`src/rtl/sevenseg_pkg.sv`:
```
// ============================================================================
// Module : sevenseg_pkg
// Shared 7-segment pattern constants ({A..G}, active low) and reader FSM states.
// Revision: 1.0
// ============================================================================
`default_nettype none

package sevenseg_pkg;

   localparam logic [6:0] PAT_0 = 7'b0000001;
   localparam logic [6:0] PAT_1 = 7'b1001111;
   localparam logic [6:0] PAT_2 = 7'b0010010;
   localparam logic [6:0] PAT_3 = 7'b0000110;
   localparam logic [6:0] PAT_4 = 7'b1001100;
   localparam logic [6:0] PAT_5 = 7'b0100100;
   localparam logic [6:0] PAT_6 = 7'b1100000;
   localparam logic [6:0] PAT_7 = 7'b0001111;
   localparam logic [6:0] PAT_8 = 7'b0000000;
   localparam logic [6:0] PAT_9 = 7'b0001100;
   localparam logic [6:0] PAT_A = 7'b0001000;
   // Hex b is drawn identically to 6, so it can never be told apart on the bus.
   localparam logic [6:0] PAT_B = 7'b1100000;
   localparam logic [6:0] PAT_C = 7'b0110001;
   localparam logic [6:0] PAT_D = 7'b1000010;
   localparam logic [6:0] PAT_E = 7'b0110000;
   localparam logic [6:0] PAT_F = 7'b0111000;

   localparam logic [1:0] ST_IDLE   = 2'd0;
   localparam logic [1:0] ST_SETTLE = 2'd1;
   localparam logic [1:0] ST_HOLD   = 2'd2;

endpackage

`default_nettype wire

```
`src/rtl/seg_pattern_decode.sv`:
```
// ============================================================================
// Module : seg_pattern_decode
// Combinational 7-segment pattern -> {err, code}; hex letters when
// SEVENSEG_READER_HEX_EN is defined.
// Revision: 1.0
// ============================================================================
`default_nettype none

module seg_pattern_decode
   import sevenseg_pkg::*;
(
   input  logic [6:0] pat_i,
   output logic [3:0] code_o,
   output logic       err_o
);

   always_comb begin
      code_o = 4'h0;
      err_o  = 1'b0;
      case (pat_i)
         PAT_0:   code_o = 4'h0;
         PAT_1:   code_o = 4'h1;
         PAT_2:   code_o = 4'h2;
         PAT_3:   code_o = 4'h3;
         PAT_4:   code_o = 4'h4;
         PAT_5:   code_o = 4'h5;
         PAT_6:   code_o = 4'h6;
         PAT_7:   code_o = 4'h7;
         PAT_8:   code_o = 4'h8;
         PAT_9:   code_o = 4'h9;
`ifdef SEVENSEG_READER_HEX_EN
         PAT_A:   code_o = 4'hA;
         PAT_C:   code_o = 4'hC;
         PAT_D:   code_o = 4'hD;
         PAT_E:   code_o = 4'hE;
         PAT_F:   code_o = 4'hF;
`else
`endif
         default: err_o  = 1'b1;
      endcase
   end

endmodule

`default_nettype wire

```
`src/rtl/sevenseg_reader.sv`:
```
// ============================================================================
// Module : sevenseg_reader
// Sniffs a multiplexed active-low 7-segment bus and emits one frame of BCD
// digits per complete scan. Optional hex letters: SEVENSEG_READER_HEX_EN.
// Revision: 1.0
// ============================================================================
`default_nettype none

module sevenseg_reader
   import sevenseg_pkg::*;
#(
   parameter int NUM_DIGITS    = 4,
   parameter int SETTLE_CYCLES = 16,
   parameter int CNT_W         = $clog2(SETTLE_CYCLES + 1)
)(
   input  logic                    clk,
   input  logic                    reset,
   input  logic [6:0]              seg_n,
   input  logic [NUM_DIGITS-1:0]   an_n,
   output logic [4*NUM_DIGITS-1:0] frame_digits,
   output logic [NUM_DIGITS-1:0]   frame_err,
   output logic                    frame_valid,
   input  logic                    frame_ready,
   output logic                    overrun
);

   localparam int                    IDX_W    = (NUM_DIGITS > 1) ? $clog2(NUM_DIGITS) : 1;
   localparam logic [NUM_DIGITS-1:0] ALL_SEEN = '1;

   logic [6:0]              seg_meta_q, seg_sync_q;
   logic [NUM_DIGITS-1:0]   an_meta_q, an_sync_q;
   logic [1:0]              state_q, state_d;
   logic [CNT_W-1:0]        cnt_q, cnt_d;
   logic [IDX_W-1:0]        idx_q, idx_d;
   logic [6:0]              pat_q, pat_d;
   logic [NUM_DIGITS-1:0]   seen_q, seen_d;
   logic [4*NUM_DIGITS-1:0] shadow_dig_q, shadow_dig_d;
   logic [NUM_DIGITS-1:0]   shadow_err_q, shadow_err_d;
   logic [4*NUM_DIGITS-1:0] frame_dig_q, frame_dig_d;
   logic [NUM_DIGITS-1:0]   frame_err_q, frame_err_d;
   logic                    valid_q, valid_d;
   logic                    overrun_q, overrun_d;

   logic [NUM_DIGITS-1:0]   an_low;
   logic                    one_low;
   logic [IDX_W-1:0]        low_idx;
   logic [3:0]              dec_code;
   logic                    dec_err;
   logic                    capture;
   logic                    complete;

   assign an_low   = ~an_sync_q;
   assign one_low  = (an_low != '0) && ((an_low & (an_low - NUM_DIGITS'(1))) == '0);
   assign complete = (seen_q == ALL_SEEN);

   always_comb begin
      low_idx = '0;
      for (int i = 0; i < NUM_DIGITS; i++) begin
         if (an_low[i]) low_idx = IDX_W'(i);
      end
   end

   seg_pattern_decode u_decode (
      .pat_i  (seg_sync_q),
      .code_o (dec_code),
      .err_o  (dec_err)
   );

   // Any disturbance before the settle count completes drops back to IDLE.
   always_comb begin
      state_d = state_q;
      cnt_d   = cnt_q;
      idx_d   = idx_q;
      pat_d   = pat_q;
      capture = 1'b0;
      case (state_q)
         ST_IDLE: begin
            if (one_low) begin
               idx_d = low_idx;
               pat_d = seg_sync_q;
               cnt_d = CNT_W'(1);
               if (SETTLE_CYCLES == 1) begin
                  capture = 1'b1;
                  state_d = ST_HOLD;
               end else begin
                  state_d = ST_SETTLE;
               end
            end
         end
         ST_SETTLE: begin
            if (one_low && (low_idx == idx_q) && (seg_sync_q == pat_q)) begin
               cnt_d = cnt_q + CNT_W'(1);
               if (cnt_d == CNT_W'(SETTLE_CYCLES)) begin
                  capture = 1'b1;
                  state_d = ST_HOLD;
               end
            end else begin
               state_d = ST_IDLE;
            end
         end
         ST_HOLD: begin
            if (!(one_low && (low_idx == idx_q))) state_d = ST_IDLE;
         end
         default: state_d = ST_IDLE;
      endcase
   end

   always_comb begin
      seen_d       = complete ? '0 : seen_q;
      shadow_dig_d = shadow_dig_q;
      shadow_err_d = shadow_err_q;
      if (capture) begin
         seen_d[low_idx]                  = 1'b1;
         shadow_dig_d[{low_idx, 2'b00} +: 4] = dec_code;
         shadow_err_d[low_idx]            = dec_err;
      end
      frame_dig_d = frame_dig_q;
      frame_err_d = frame_err_q;
      valid_d     = valid_q;
      overrun_d   = overrun_q;
      // A completing frame always loads; it only overruns if the old one was left unaccepted.
      if (complete) begin
         frame_dig_d = shadow_dig_q;
         frame_err_d = shadow_err_q;
         valid_d     = 1'b1;
         if (valid_q && !frame_ready) overrun_d = 1'b1;
      end else if (valid_q && frame_ready) begin
         valid_d = 1'b0;
      end
   end

   always_ff @(posedge clk or posedge reset) begin
      if (reset) begin
         seg_meta_q   <= '0;
         seg_sync_q   <= '0;
         an_meta_q    <= '0;
         an_sync_q    <= '0;
         state_q      <= ST_IDLE;
         cnt_q        <= '0;
         idx_q        <= '0;
         pat_q        <= '0;
         seen_q       <= '0;
         shadow_dig_q <= '0;
         shadow_err_q <= '0;
         frame_dig_q  <= '0;
         frame_err_q  <= '0;
         valid_q      <= 1'b0;
         overrun_q    <= 1'b0;
      end else begin
         seg_meta_q   <= seg_n;
         seg_sync_q   <= seg_meta_q;
         an_meta_q    <= an_n;
         an_sync_q    <= an_meta_q;
         state_q      <= state_d;
         cnt_q        <= cnt_d;
         idx_q        <= idx_d;
         pat_q        <= pat_d;
         seen_q       <= seen_d;
         shadow_dig_q <= shadow_dig_d;
         shadow_err_q <= shadow_err_d;
         frame_dig_q  <= frame_dig_d;
         frame_err_q  <= frame_err_d;
         valid_q      <= valid_d;
         overrun_q    <= overrun_d;
      end
   end

   assign frame_digits = frame_dig_q;
   assign frame_err    = frame_err_q;
   assign frame_valid  = valid_q;
   assign overrun      = overrun_q;

endmodule

`default_nettype wire

```
`config.mk`:
```
export PLATFORM = sky130hd
export DESIGN_NAME = sevenseg_reader
export DESIGN_NICKNAME = d
export VERILOG_FILES = /design/src/rtl/sevenseg_pkg.sv /design/src/rtl/seg_pattern_decode.sv /design/src/rtl/sevenseg_reader.sv
export SDC_FILE = /design/constraint.sdc
export NUM_CORES = 1
export LEC_CHECK = 0
export CAP_MARGIN = 20
export CORE_MARGIN = 2
export CORE_UTILIZATION = 60
export DETAILED_ROUTE_END_ITERATION = 10
export PLACE_DENSITY = 0.84
export SLEW_MARGIN = 20
export SYNTH_ARGS = -nofsm -noshare
export SYNTH_HDL_FRONTEND = slang
export SYNTH_SLANG_ARGS = --single-unit
export TNS_END_PERCENT = 50
```
`constraint.sdc`:
```
create_clock -name clk -period 5.79 [get_ports clk]
set_clock_uncertainty 0.15 [all_clocks]
set_input_delay 1.4475 -clock clk [delete_from_list [all_inputs] [get_ports clk]]
set_output_delay 1.4475 -clock clk [all_outputs]
set_load 0.05 [all_outputs]
```
======== Yosys cells after proc, flatten, opt, wreduce, memory -nomap -nowiden ========
Index checks and enable logic that the tools add are counted.
word-level totals
  logic and storage cells ................. 86
  register bits ........................... 84
  input bits .............................. 14
  output and inout bits ................... 22
cells by class
  bitwise logic cells ..................... 3
  mux-type cells .......................... 24
  add/sub/neg operators ................... 3
  reductions and logical operators ........ 18
  $lt $le $gt $ge ......................... 2
  shifts and indexed selects .............. 2
  equal/unequal tests ..................... 19
operators with widths
  cell                    number
  $pmux 4 s9              1
  $eq 7x7->1 const B      3
  $bwmux 16               1
  $shift 4x6->16 const A  1
  $shiftx 4x6->16         1
  $eq 7x4->1 const B      2
  $mux 2                  6
  $mux 5                  2
  $pmux 5 s2              1
  $reduce_or 10->1        1
  $mux 1                  8
  $mux 4                  2
  $eq 7x1->1 const B      1
  $eq 7x3->1 const B      1
  $eq 7x5->1 const B      1
  $eq 7x6->1 const B      1
  $eq 7x7->1              1
  $logic_not 7->1         1
  $logic_and 1x1->1       6
  $ne 2x2->1 const B      3
  $neg 4->6               1
  $pmux 2 s3              1
  $reduce_and 3->1        2
  $add 5x1->5 const B     1
  20 further kinds        22

======== Logic depth before layout (Yosys ltp) ========
Gate-level depths: netlist of the first run.
  word-level depth ........................ 10
  gate-level depth with buffers ........... 7
  gate-level depth less buffers ........... 6

======== Modules after synthesis ========
Synthesis of the first run repeated with hierarchy kept, for this count alone.
second synthesis, totals
  cell total of the unflattened synthesis .. 241
  area, all modules ....................... 3438.3 um2
modules (own cells, without submodules)
  module              instances  area each (um2)  seq. area each (um2)  cells each
  sevenseg_reader     1          3219.3           2102.0                207
  seg_pattern_decode  1          219.0            0.0                   34

======== Worst setup path after synthesis of the first run ========
OpenSTA, ideal clock, no wires.
  path kind ............................... reg2reg
  from .................................... register an_sync_q[3]
  to ...................................... register shadow_dig_q[10]
  required time ........................... 5.515 ns
  library setup time ...................... 0.125 ns
  arrival time ............................ 2.063 ns
  cell stages (with the launch flop) ...... 8
  path buffers ............................ 2
  period minus slack after synthesis ...... 2.338 ns
  slack ................................... 3.452 ns
  path through ............................ dfrtp_1 -> buf_4 -> or3b_2 -> a21oi_1 -> o211ai_1 -> buf_6 -> nor4b_4 -> mux2_2
between the ends
  cells in the longest elaborated chain, start to end .. 9
  elaborated cells between the ends (all ways) .. 16
  those cells by class .................... add/sub (2); eq/ne (1); shift (2); mux (4); bitwise (2); reduce/logical (5)
ends and longest elaborated chain
  what                             RTL line                source
  start: declaration               sevenseg_reader.sv:31   logic [NUM_DIGITS-1:0] an_meta_q, an_sync_q;
  start signal: assignment         sevenseg_reader.sv:153  an_sync_q <= an_meta_q;
  $not 4->4 (*)                    sevenseg_reader.sv:52   assign an_low = ~an_sync_q;
  $sub 4x1->4                      sevenseg_reader.sv:53   assign one_low = (an_low != '0) && ((an_low & (an_low - NUM_DIGITS'(1))) == '0);
  $and 4x4->4                      sevenseg_reader.sv:53
  $logic_not 4->1                  sevenseg_reader.sv:53
  $logic_and 1x1->1                sevenseg_reader.sv:53
  $logic_and 1x1->1 (2 in series)  sevenseg_reader.sv:91   if (one_low && (low_idx == idx_q) && (seg_sync_q == pat_q)) begin
  $mux 1                           sevenseg_reader.sv:91
  $mux 1                           sevenseg_reader.sv:76   case (state_q)
  end signal: assignment           sevenseg_reader.sv:159  shadow_dig_q <= shadow_dig_d;
  end: declaration                 sevenseg_reader.sv:37   logic [4*NUM_DIGITS-1:0] shadow_dig_q, shadow_dig_d;
Mark *: on every way between the ends. The rest lies on a longest branch, timed or not.
A chain may end at the register's enable or synchronous reset.

======== Worst setup path in the final report of the first run ========
  from .................................... register frame_dig_q[4] (netlist: frame_digits[4])
  to ...................................... output frame_digits[4]
RTL lines
  what                      RTL line                source
  start: declaration        sevenseg_reader.sv:39   logic [4*NUM_DIGITS-1:0] frame_dig_q, frame_dig_d;
  start signal: assignment  sevenseg_reader.sv:161  frame_dig_q <= frame_dig_d;
  end: declaration          sevenseg_reader.sv:20   output logic [4*NUM_DIGITS-1:0] frame_digits,
No word-level cell between the ends.

==> impl_metrics.json, run 1 <==
{
  "crit_required_ns": 4.19,
  "critPathKind": "flip-flop to output port",
  "coreArea_sq_mm": 0.00554,
  "routabilityCongestion": 0.841,
  "drtIter0Drc": 137,
  "hpwl_mm": 3.82,
  "worstSetupStartpointType": "flip-flop",
  "grt.total_usage_pct": 20.3,
  "cp_top_family": "buffers and inverters",
  "synth_top_area_share_pct": 60.6,
  "die_h_um": 80.0,
  "synth.net_count": 265,
  "end_kind": "output port",
  "hp-class": "flip-flop to flip-flop",
  "vias": 2041,
  "yosys.area_share.simple_pct": 10.8,
  "holdWs_ns": 0.201,
  "status": "complete, no violations",
  "drc": 0,
  "synth_area_leaders": "dfrtp_1 (61%), mux2_2 (14%), xor2_1 (2.5%)",
  "hold_viol_final": 0,
  "grt_pass1_vias": 2041,
  "synth-main-ff-cell": "dfrtp_1",
  "setup-violations-final": 0,
  "cts_buffers": 9,
  "cp_max_fo": 2,
  "synthXorXnorAreaFrac_pct": 3.03,
  "powerDensity_mw_per_mm2": 295,
  "vias_per_cell": 5.64,
  "grt_max_degree": 44,
  "ant_nets": 0,
  "num_rows": 27,
  "synth_common_cells": "dfrtp_1 (84), mux2_2 (44), nand2_1 (10), xor2_1 (10), nand3_1 (8)",
  "slew_violations": 0,
  "fin_tns_setup_ns": 0,
  "path_clk_slew_ns": 0.08,
  "syn_inst": 249,
  "wirelength_mm": 5.68,
  "worstPathBufferInverterCount": 1,
  "diodes": 0,
  "grt_pass1_wl_mm": 9.69,
  "antenna_found_initial": 0,
  "avgSynthCellArea_sq_um": 13.9,
  "postCtsHoldBufs": 0,
  "synth-compound-area-share_pct": 5.74,
  "critical_path.cell_chain": "clkdlybuf4s50_1",
  "post-route-period-util_pct": 53.9,
  "cts.sinks": 84,
  "vdd_drop_max_uv": 323,
  "arrival_ns": 1.52,
  "synth.distinct_cells": 52,
  "yosysWarnings": 0,
  "maxCapViolCount": 0,
  "synth_edf_count": 0,
  "fmax_mhz": 321,
  "tightest_slew_ns": 0.891,
  "cellLeakagePower_uw": 0.00194,
  "die_x_um": 80.0,
  "clockBufferDepth": 2,
  "root_buffer": "clkbuf_8",
  "slew-limit-headroom_pct": 40.1,
  "synth.most_common_cell": "dfrtp_1",
  "routedWlPerCell_um": 15.7,
  "ys_ff_latch": 84,
  "io_buffer_count": 35,
  "tritoncts": "built",
  "synth_fa_ha_area_share_pct": 0.722,
  "dr.pass1.iters": 5,
  "final_net_count": 301,
  "cts_resized": 0,
  "power.total_uw": 1210,
  "start_util_pct": 62.6,
  "io-pin-count": 36,
  "syn_area_sq_mm": 0.00347,
  "rsz0062_at_grt": "false",
  "postCtsSetupBuffers": 0,
  "synth_top_cell_by_area": "dfrtp_1",
  "clk_latency_ns": 0.35,
  "overflow": 0,
  "drive_gt1_share_pct": 26.6,
  "min_period_ns": 3.12,
  "cpMaxStageDelayCell": "clkdlybuf4s50_1",
  "ys_seq_area_share_pct": 60.6,
  "async_flop_share_pct": 100,
  "htree_levels": 3,
  "die-area_sq_mm": 0.00640,
  "syn_to_final_growth_pct": 18.2,
  "synth_top_family_by_area": "multiplexers",
  "synthMuxAreaShare_pct": 16.5,
  "slowest_delay_ns": 0.80
}
## placed cells by master, fill, tap and decap left out, types with 2 or more instances in the layout
master and n:
a21o_1 4, mux2_4 5, a21oi_1 3, bufinv_16 3, o21ai_0 5, or3b_2 2
nor2_1 4, nand4_1 3, clkinv_2 4, xor2_1 10, buf_4 2, a22o_1 2
nand2_1 10, inv_1 5, nand2b_1 3, xnor2_1 2, mux2_2 44, nor3_1 2
clkdlybuf4s50_1 35, ha_1 2, clkbuf_8 9, nor4_1 5, nand3b_1 5, nand3_1 8
dfrtp_1 84
## cells by family after synthesis
family                   count (synthesis)
XOR/XNOR                                12
multiplexers                            49
adder cells (fa/ha/maj)                  2
flip-flops                              84
AO/OA/AOI/OAI                           27
buffers and inverters                   19
AND/OR/NAND/NOR                         56
## stage by stage
step	std cells	instance area (sq um)	utilization [%]	setup WS, ns
after floorplan	249	3470	-	2.03
after global placement	345	3850	69.6	2.75
after detailed placement	345	3850	69.6	2.72
after CTS	361	4090	73.8	2.65
after global routing	362	4100	74.0	2.62
final	362	4100	74.0	2.67
## report_power, final
group | internal [uW] | leakage, uW | switching [uW]
clock | 286 | 0.000123 | 203
combinational | 42.6 | 0.000726 | 37.8
sequential | 613 | 0.00109 | 26.2
## final timing paths
path	from	to	slack [ns]	cells past startpoint
setup / recovery	frame_digits[4]$_DFFE_PP0P_	frame_digits[4]	2.67	1
hold / removal	seg_meta_q[4]$_DFF_PP0_	seg_sync_q[4]$_DFF_PP0_	0.20	0
setup reg to reg	seg_sync_q[3]$_DFF_PP0_	shadow_dig_q[9]$_DFFE_PP0P_	2.87	6
hold reg to reg	seg_meta_q[4]$_DFF_PP0_	seg_sync_q[4]$_DFF_PP0_	0.20	0
max in group asynchronous	reset	cnt_q[4]$_DFFE_PP0P_	3.18	3
min in group asynchronous	reset	frame_digits[10]$_DFFE_PP0P_	1.34	2
## layer usage
layer | track usage, % | up-vias | routed length (um)
met3 | 5.43 | 13 | 246
met1 | 29.0 | 1012 | 2600
met4 | 10.0 | 0 | 124
met5 | 0 | - | 0
met2 | 28.9 | 54 | 2710
li1 | - | 962 | -
## area by class of cell
class / count / area (sq um)
inverters: 6 / 23.8
fillers: 361 / 1440
repair buffers: 38 / 373
flip-flops and latches: 84 / 2100
clock buffers: 9 / 124
clock inverters: 7 / 114
well taps: 72 / 90.1
multi-input cells: 146 / 1270
## sequential cells by signal, indices dropped and copies added (netlist names)
| signal | count |
|---|---|
| frame_err | 4 |
| an_sync_q | 4 |
| frame_valid | 1 |
| frame_digits | 16 |
| seg_sync_q | 7 |
| cnt_q | 5 |
| pat_q | 7 |
| state_q | 2 |
| an_meta_q | 4 |
| overrun | 1 |
| shadow_err_q | 4 |
| idx_q | 2 |
| seg_meta_q | 7 |
| seen_q | 4 |
| shadow_dig_q | 16 |
Power figures use the tool's default switching activity.
==> inputs of run 2 (changes only) <==
CORE_UTILIZATION = 50   (was 60)
PLACE_DENSITY = 0.74   (was 0.84)
clock period = 2.7 ns   (was 5.79 ns; I/O delays follow)
==> run 2 against run 1 <==
Net effect:
- utilization shrank 12 points
- setup slack worse by 2.4 ns
- final area is 2.5% higher
- die area is 19% higher
- sequential cell count did not move
- sequential power rose by 110%
- final cell count up 6.1%
- non-clock buffer count up 14
- via count shrank 0.29%
==> impl_metrics.json, run 2 (synthesis results as in run 1) <==
{
  "die-area_sq_mm": 0.00762,
  "fmax_mhz": 405,
  "coreArea_sq_mm": 0.00676,
  "diodes": 0,
  "holdWs_ns": 0.202,
  "hp-class": "flip-flop to flip-flop",
  "fin_tns_setup_ns": 0,
  "critical_path.cell_chain": "or3b_2, a21oi_1, o211ai_1, buf_4, nor4b_4, buf_4, mux2_2",
  "wirelength_mm": 5.77,
  "vias": 2035,
  "path_common_cell": "buf_4",
  "final_common_cell": "dfrtp_1",
  "drive_gt1_share_pct": 30.3,
  "slowest_delay_ns": 0.48,
  "power.share.clock_pct": 35.4,
  "grt_max_degree": 38,
  "cellLeakagePower_uw": 0.00200,
  "grt.total_usage_pct": 16.8,
  "io_buffer_count": 35,
  "final_cell_mix": "dfrtp_1 (84), mux2_2 (44), clkdlybuf4s50_1 (35), buf_4 (15), clkbuf_8 (11)",
  "ant_nets": 0,
  "pwr-share-comb_pct": 8.3,
  "arrival_ns": 2.57,
  "powerDensity_mw_per_mm2": 574,
  "grt_pass1_wl_mm": 9.67,
  "cp_max_fo": 6,
  "htree_levels": 3,
  "worstSetupStartpointType": "flip-flop",
  "final_cells": 384,
  "tightest_slew_ns": 0.634,
  "antenna_found_initial": 0,
  "placed_cells": 368,
  "drtIter0Drc": 90,
  "grt_pass1_vias": 1956,
  "overflow": 0,
  "vdd_drop_max_uv": 322,
  "syn_to_final_growth_pct": 21.1,
  "cts_buffers": 9,
  "min_period_ns": 2.47,
  "die_h_um": 87.3,
  "fin_util_pct": 62.2,
  "root_buffer": "clkbuf_8",
  "seqPwrFrac_pct": 56.3,
  "p_sw_uw": 597,
  "io-pin-count": 36,
  "routedWlPerCell_um": 15.0,
  "path_clk_slew_ns": 0.09,
  "hpwl_mm": 4.07,
  "cts.sinks": 84,
  "worstPathBufferInverterCount": 2,
  "slew_violations": 0,
  "num_rows": 30,
  "intPower_uw": 1810,
  "rsz0062_at_grt": "false",
  "clk_latency_ns": 0.36,
  "slew-limit-headroom_pct": 57.8,
  "routabilityCongestion": 0.847,
  "maxCapViolCount": 0,
  "dr.pass1.iters": 4,
  "critPathKind": "flip-flop to flip-flop",
  "drc": 0,
  "clockBufferDepth": 2,
  "post-route-period-util_pct": 91.5,
  "cp_top_family": "simple AND/OR/NAND/NOR gates",
  "die_x_um": 87.3,
  "cpMaxStageDelayCell": "or3b_2",
  "final_net_count": 315,
  "fillers": 543,
  "tritoncts": "built",
  "start_util_pct": 51.3,
  "power.total_uw": 2410,
  "vias_per_cell": 5.30,
  "hold_viol_final": 0,
  "end_kind": "flip-flop",
  "sw_frac_of_total_pct": 24.7,
  "setup-violations-final": 0,
  "status": "complete, no violations",
  "crit_required_ns": 2.80
}
==> run 2: changes by cell type in the layout (fill, tap and decap cells not counted), moves of 2 or more <==
cell,delta
clkinv_2,-3
bufinv_16,-3
clkinv_4,+2
buf_12,+2
buf_4,+13
clkbuf_8,+2
==> run 2: layout make-up <==
cell class | instances | area (sq um) | share of cell area (%)
Sequential cell | 84 | 2100 | 50.0
Multi-Input combinational cell | 146 | 1280 | 30.4
Timing Repair Buffer | 52 | 503 | 12.0
Clock buffer | 11 | 151 | 3.60
Tap cell | 80 | 100 | 2.38
Clock inverter | 5 | 42.5 | 1.01
Inverter | 6 | 26.3 | 0.625
==> run 2: final timing paths <==
| kind | from | end | slack [ns] | depth (start not counted) |
|---|---|---|---|---|
| hold reg to reg | an_meta_q[2]$_DFF_PP0_ | an_sync_q[2]$_DFF_PP0_ | 0.20 | 0 |
| min in group asynchronous | reset | shadow_err_q[2]$_DFFE_PP0P_ | 0.54 | 2 |
| setup reg to reg | idx_q[0]$_DFFE_PP0P_ | shadow_err_q[2]$_DFFE_PP0P_ | 0.23 | 7 |
| hold / removal | an_meta_q[2]$_DFF_PP0_ | an_sync_q[2]$_DFF_PP0_ | 0.20 | 0 |
| setup / recovery | idx_q[0]$_DFFE_PP0P_ | shadow_err_q[2]$_DFFE_PP0P_ | 0.23 | 7 |
| max in group asynchronous | reset | frame_digits[8]$_DFFE_PP0P_ | 1.32 | 3 |
==> run 2: power by group through the flow <==
stage	Clock [uW]	Combinational [uW]	Sequential, uW
finish	854	201	1360
global route	927	226	1370
CTS	870	206	1360
detailed placement	0	205	1380
global placement	0	200	1380
floorplan	0	145	1370
==> run 2: what timing repair did <==
action	CTS	global route
gates resized for setup	0	1
setup endpoints to repair	0	5
hold buffers	0	0
setup buffers	0	0
==> run 2: metrics by stage <==
stage / setup slack (ns) / area, sq um
after floorplan: 0.362 / 3470
after global placement: 0.214 / 4000
after detailed placement: 0.164 / 4000
after CTS: 0.116 / 4200
after global routing: 0.115 / 4200
final: 0.230 / 4200
==> run 2: routing by layer <==
| metal | GRT usage (%) | up-vias | part of all wire, % |
|---|---|---|---|
| met1 | 23.9 | 1004 | 48 |
| met4 | 7.97 | 0 | 1.9 |
| met3 | 3.98 | 11 | 2.7 |
| li1 | - | 993 | - |
| met2 | 24.4 | 27 | 48 |
| met5 | 0 | - | 0 |
